### src/rtl/rsa_pkg.sv
// Shared types and width for the RSA datapath (inverse stage and modexp).
package rsa_pkg;

  localparam int unsigned RSA_W = 32;

  typedef enum logic [1:0] {
    IDLE   = 2'd0,
    REDUCE = 2'd1,
    MULT   = 2'd2,
    FIN    = 2'd3
  } modexp_state_t;

  typedef enum logic {
    MM_IDLE = 1'b0,
    MM_RUN  = 1'b1
  } mm_state_t;

endpackage

### src/rtl/mod_mult.sv
// Bit-serial interleaved modular multiplier: p = a*b mod n, MSB of a first.
// Requires b < n; one launch cycle, W iteration cycles, done on the last.
module mod_mult
  import rsa_pkg::*;
#(
  parameter int unsigned W = RSA_W
) (
  input  logic         clk,
  input  logic         reset_n,
  input  logic         start,
  input  logic [W-1:0] a,
  input  logic [W-1:0] b,
  input  logic [W-1:0] n,
  output logic [W-1:0] p,
  output logic         done
);

  localparam int unsigned AW = W + 2;
  localparam int unsigned CW = $clog2(W);

  mm_state_t       state_q, state_d;
  logic [CW-1:0]   cnt_q, cnt_d;
  logic [AW-1:0]   acc_q, acc_d;
  logic [W-1:0]    a_q, a_d, b_q, b_d, n_q, n_d, p_q, p_d;
  logic            done_q, done_d;
  logic [AW-1:0]   n_ext, t0, t1, t2;

  // Step: double, add b on a set bit, then up to two subtractions of n.
  always_comb begin
    n_ext = AW'(n_q);
    t0    = (acc_q << 1) + (a_q[cnt_q] ? AW'(b_q) : AW'(0));
    t1    = (t0 >= n_ext) ? (t0 - n_ext) : t0;
    t2    = (t1 >= n_ext) ? (t1 - n_ext) : t1;
  end

  // Next-state and datapath control.
  always_comb begin
    state_d = state_q;
    cnt_d   = cnt_q;
    acc_d   = acc_q;
    a_d     = a_q;
    b_d     = b_q;
    n_d     = n_q;
    p_d     = p_q;
    done_d  = 1'b0;
    case (state_q)
      MM_IDLE: begin
        if (start) begin
          a_d     = a;
          b_d     = b;
          n_d     = n;
          acc_d   = '0;
          cnt_d   = CW'(W - 1);
          state_d = MM_RUN;
        end
      end
      MM_RUN: begin
        acc_d = t2;
        if (cnt_q == CW'(0)) begin
          p_d     = t2[W-1:0];
          done_d  = 1'b1;
          state_d = MM_IDLE;
        end else begin
          cnt_d = cnt_q - CW'(1);
        end
      end
      default: state_d = MM_IDLE;
    endcase
  end

  // State register with synchronous active-low reset.
  always_ff @(posedge clk) begin
    if (!reset_n) begin
      state_q <= MM_IDLE;
      cnt_q   <= '0;
      acc_q   <= '0;
      a_q     <= '0;
      b_q     <= '0;
      n_q     <= '0;
      p_q     <= '0;
      done_q  <= 1'b0;
    end else begin
      state_q <= state_d;
      cnt_q   <= cnt_d;
      acc_q   <= acc_d;
      a_q     <= a_d;
      b_q     <= b_d;
      n_q     <= n_d;
      p_q     <= p_d;
      done_q  <= done_d;
    end
  end

  assign p    = p_q;
  assign done = done_q;

endmodule

### src/rtl/rsa_modexp.sv
// Modular exponentiation, right-to-left square-and-multiply.
// mm_r carries the running result (and the initial base reduction),
// mm_b squares the base; both run in lockstep each exponent bit.
module rsa_modexp
  import rsa_pkg::*;
#(
  parameter int unsigned W = RSA_W
) (
  input  logic         clk,
  input  logic         reset_n,
  input  logic         start,
  input  logic [W-1:0] base,
  input  logic [W-1:0] exponent,
  input  logic [W-1:0] modulus,
  output logic         busy,
  output logic         done,
  output logic [W-1:0] result,
  output logic         error
);

  modexp_state_t state_q, state_d;
  logic [W-1:0]  e_q, e_d, r_q, r_d, b_q, b_d, n_q, n_d, result_q, result_d;
  logic          err_q, err_d, busy_q, busy_d, done_q, done_d, error_q, error_d;
  logic          go_r, go_b, done_r, done_b;
  logic [W-1:0]  op_a, op_b, op_n, p_r, p_b;

  mod_mult #(.W(W)) mm_r (
    .clk(clk), .reset_n(reset_n), .start(go_r),
    .a(op_a), .b(op_b), .n(op_n), .p(p_r), .done(done_r)
  );

  mod_mult #(.W(W)) mm_b (
    .clk(clk), .reset_n(reset_n), .start(go_b),
    .a(b_d), .b(b_d), .n(n_q), .p(p_b), .done(done_b)
  );

  // Sequencing: a finishing multiply relaunches in the same edge it is consumed.
  always_comb begin
    state_d  = state_q;
    e_d      = e_q;
    r_d      = r_q;
    b_d      = b_q;
    n_d      = n_q;
    err_d    = err_q;
    busy_d   = busy_q;
    done_d   = 1'b0;
    result_d = result_q;
    error_d  = error_q;
    go_r     = 1'b0;
    go_b     = 1'b0;
    case (state_q)
      IDLE: begin
        if (start) begin
          e_d     = exponent;
          n_d     = modulus;
          error_d = 1'b0;
          if (modulus == W'(0)) begin
            r_d     = '0;
            err_d   = 1'b1;
            state_d = FIN;
          end else if (modulus == W'(1)) begin
            r_d     = '0;
            err_d   = 1'b0;
            state_d = FIN;
          end else begin
            r_d     = W'(1);
            err_d   = 1'b0;
            busy_d  = 1'b1;
            go_r    = 1'b1;
            state_d = REDUCE;
          end
        end
      end
      REDUCE: begin
        if (done_r) begin
          b_d = p_r;
          if (e_q == W'(0)) begin
            state_d = FIN;
          end else begin
            state_d = MULT;
            go_b    = 1'b1;
            go_r    = e_q[0];
          end
        end
      end
      MULT: begin
        if (done_b) begin
          b_d = p_b;
          if (e_q[0]) r_d = p_r;
          e_d = e_q >> 1;
          if (e_d == W'(0)) begin
            state_d = FIN;
          end else begin
            go_b = 1'b1;
            go_r = e_d[0];
          end
        end
      end
      FIN:     state_d = IDLE;
      default: state_d = IDLE;
    endcase
    // Outputs of the finished operation appear together with entry into FIN.
    if (state_d == FIN && state_q != FIN) begin
      done_d   = 1'b1;
      busy_d   = 1'b0;
      result_d = r_d;
      error_d  = err_d;
    end
    // Base reduction takes operands straight from the ports.
    if (state_q == IDLE) begin
      op_a = base;
      op_b = W'(1);
      op_n = modulus;
    end else begin
      op_a = r_d;
      op_b = b_d;
      op_n = n_q;
    end
  end

  // State and output registers with synchronous active-low reset.
  always_ff @(posedge clk) begin
    if (!reset_n) begin
      state_q  <= IDLE;
      e_q      <= '0;
      r_q      <= '0;
      b_q      <= '0;
      n_q      <= '0;
      err_q    <= 1'b0;
      busy_q   <= 1'b0;
      done_q   <= 1'b0;
      result_q <= '0;
      error_q  <= 1'b0;
    end else begin
      state_q  <= state_d;
      e_q      <= e_d;
      r_q      <= r_d;
      b_q      <= b_d;
      n_q      <= n_d;
      err_q    <= err_d;
      busy_q   <= busy_d;
      done_q   <= done_d;
      result_q <= result_d;
      error_q  <= error_d;
    end
  end

  assign busy   = busy_q;
  assign done   = done_q;
  assign result = result_q;
  assign error  = error_q;

endmodule

### config.mk
export PLATFORM = sky130hd
export DESIGN_NAME = rsa_modexp
export DESIGN_NICKNAME = d
export VERILOG_FILES = /design/src/rtl/rsa_pkg.sv /design/src/rtl/mod_mult.sv /design/src/rtl/rsa_modexp.sv
export SDC_FILE = /design/constraint.sdc
export NUM_CORES = 2
export LEC_CHECK = 0
export BUFFER_PORTS_ARGS = -buffer_cell sky130_fd_sc_hd__buf_2
export CORE_MARGIN = 5
export CORE_UTILIZATION = 40
export CTS_BUF_LIST = sky130_fd_sc_hd__clkbuf_4 sky130_fd_sc_hd__clkbuf_8
export DETAILED_ROUTE_END_ITERATION = 8
export PLACE_DENSITY = 0.65
export SLEW_MARGIN = 20
export SYNTH_ARGS = -nofsm -noshare
export SYNTH_HDL_FRONTEND = slang
export SYNTH_SLANG_ARGS = --single-unit
### constraint.sdc
create_clock -name clk -period 28.8 [get_ports clk]
set_clock_uncertainty 0.2 [all_clocks]
set_input_delay 1.44 -clock clk [delete_from_list [all_inputs] [get_ports clk]]
set_output_delay 1.44 -clock clk [all_outputs]
set_load 0.01 [all_outputs]
==> reports/qor.yml <==
relSlewSlack_pct: 34.50
min_period_ns: 12.72
ios: 134
synth_area_leaders: "dfxtp_1 32%, ha_1 8.4%, a21oi_1 6.2%"
dpl-instance-area_sq_um: 30790
syn-instance-count: 3701
die_h_microns: 281.4
syn_to_final_growth_pct: 9.830
clock_latency_ns: 0.67
grt_use_total_pct: 23.17
clock-root-buffer: "clkbuf_8"
syn_nets: 4005
cp_max_fo: 50
fin_crit_sh_pct: 44.16
fin_tns_setup_ns: 0
fillers: 7326
clockBufferDepth: 3
ys_types: 87
grt_pass1_wl_mm: 146.3
final_area_sq_um: 32360
crit_type: "register to register"
hpwl_mm: 73.31
drt_first_pass_iters: 6
postRouteAntennaNets: 0
antenna_found_initial: 3
syn_area_per_cell_sq_um: 7.962
synth-seq-area-share_pct: 31.93
crit_top_cell: "a21oi_1"
post_cts_buffers: 0
ctsResizeCount: 0
cellPowerDensity_nw_per_um2: 123.6
synth_common_cells: "470 x dfxtp_1, 433 x nand2_1, 373 x nor2_1"
cts_tree: "done"
ctsHtreeMaxLevel: 3
yosys.area.top_type: "dfxtp_1"
numCtsBuffers: 79
cp.arrival_ns: 13.05
avgViaCountPerCell: 5.747
async_reset_ff_share_pct: 0
synth_area_sq_um: 29470
slowest_stage: "dfxtp_1"
drive_gt1_share_pct: 10.08
slew_violations: 0
worstHoldPathCells: 2
holdCritPathClass: "register to register"
hold_viol: 0
cp.required_ns: 29.13
die_x_microns: 281.4
wirelength_mm: 95.49
hold_buffers: 0
vias: 27246
place.gp.congestion: 0.9845
p_leak_nw: 13.15
drv_cap: 0
whs_ns: 0.2537
rr_worst_depth: 40
synth_warnings: 0
ys_seq_elements: 470
yosysTopAreaCellShare_pct: 31.93
synth_edf_count: 0
synth.most_common_cell: "dfxtp_1"
endpoint_kind: "register"
grt_pass1_vias: 24566
start_util_pct: 40.39
core_area_sq_um: 72960
max_freq_mhz: 78.63
row_count: 99
ir_drop_mv: 0.1546
finalNetCount: 4036
dr.first_iter.drc_count: 2871
stdcell_count: 4741
cts_sinks: 470
status: "complete, no violations"
wire_per_inst_microns: 20.14
worstMarginPinSlew_ns: 0.9825
gr-total-overflow: 0
slowest_delay_ns: 0.78
portBuffers: 133
cp-start-kind: "register"
rsz0062_at_grt: "no"
place_inst: 4610
finalSetupViolCount: 0
synth_ff_type: "dfxtp_1"
clk_pin_slew_ns: 0.06
grt_max_degree: 205
drc: 0
dieArea_sq_um: 79190
total_power_mw: 4.000
## cells by family (layout without fill, tap and decap cells)
| family | Yosys count | count (layout) | synth area share [%] |
|---|---|---|---|
| AOI/OAI and AO/OA | 1189 | 1189 | 25.56 |
| xor gates and xnor gates | 163 | 163 | 4.845 |
| adders and majority gates | 205 | 205 | 8.857 |
| buffers and inverters | 342 | 422 | 4.556 |
| DFF | 470 | 470 | 31.93 |
| muxes | 163 | 163 | 6.514 |
| other | 0 | 1 | 0 |
| and+or+nand+nor | 1169 | 1169 | 17.74 |
## area by class of cell
type	instances	area (sq um)	share of cell area [%]
Multi-Input combinational cell	2889	18790	58.06
Sequential cell	470	9409	29.07
Clock buffer	117	1423	4.396
Tap cell	959	1200	3.708
Timing Repair Buffer	163	903.4	2.791
Inverter	129	491.7	1.519
Clock inverter	13	143.9	0.4446
Antenna cell	1	2.502	0.007732
## flip-flops by register name (all words and copies together) (netlist names), 2 cells and up
register    count
mm_r.cnt_q      5
mm_b.p         32
mm_r.a_q       32
mm_r.p         32
r_q            32
state_q         2
n_q            32
mm_r.n_q       32
mm_r.acc_q     33
mm_b.acc_q     33
b_q            32
mm_b.b_q       32
mm_r.b_q       32
mm_b.n_q       32
e_q            32
result         32
mm_b.cnt_q      5
## power breakdown
group,switching (mW),internal (mW),total (mW)
Sequential,0.0946,0.742,0.836
Clock,0.274,0.333,0.607
Combinational,1.61,0.944,2.56
Total,1.98,2.02,4.00
## per-stage QoR
step | worst slack [ns] | utilization, %
after global placement | 16.28 | 42.21
after global routing | 15.23 | 44.36
after CTS | 16.15 | 44.36
after floorplan | 18.65 | -
after detailed placement | 16.26 | 42.21
final | 16.08 | 44.36
## worst max-delay path: cells and delay by family, from the launching register on
| family | cells | cell delay (ns) |
|---|---|---|
| simple gates | 7 | 1.47 |
| xor+xnor | 1 | 0.27 |
| fa+ha+maj | 3 | 0.94 |
| mux | 4 | 1.67 |
| flops | 1 | 0.78 |
| buf+inv | 4 | 1.37 |
| compound gates | 21 | 5.83 |
## cells in the final DEF, fill, tap and decap left out, types with 19 or more instances in the layout
cell,instances
clkbuf_8,87
mux2i_1,111
a22o_1,37
clkbuf_4,30
nor2_1,371
buf_2,133
nor4_1,20
nor3_1,68
a31oi_1,19
nand2b_1,31
o21ai_1,67
a211oi_1,149
mux2_2,19
inv_1,127
a21o_1,86
mux4_2,20
o21bai_1,26
a22oi_1,63
nand2_1,433
a21oi_1,367
xnor2_1,102
o21a_1,39
nand3_1,43
nor2b_1,91
xor2_1,61
buf_4,29
nand4_1,31
ha_1,197
dfxtp_1,470
o21ai_0,208
## metal layers
layer  up-vias  part of all wire (%)  GRT usage [%]
met5         -                 0.039              0
met4         6                   2.5          5.810
met3       125                   7.2          3.809
met2       931                    41          33.66
met1     12846                    49          35.64
li1      13338                     -              -
## path summary, 6_finish.rpt
check | to | slack [ns] | startpoint
max | mm_b.acc_q[8]$_SDFFE_PN0P_ | 16.08 | mm_b.cnt_q[0]$_SDFFE_PN0P_
min | mm_b.n_q[27]$_SDFFE_PN0P_ | 0.25 | mm_b.n_q[27]$_SDFFE_PN0P_
max reg2reg | mm_b.acc_q[8]$_SDFFE_PN0P_ | 16.08 | mm_b.cnt_q[0]$_SDFFE_PN0P_
min reg2reg | mm_b.n_q[27]$_SDFFE_PN0P_ | 0.25 | mm_b.n_q[27]$_SDFFE_PN0P_
No activity file was read; power rests on OpenSTA's default activity.
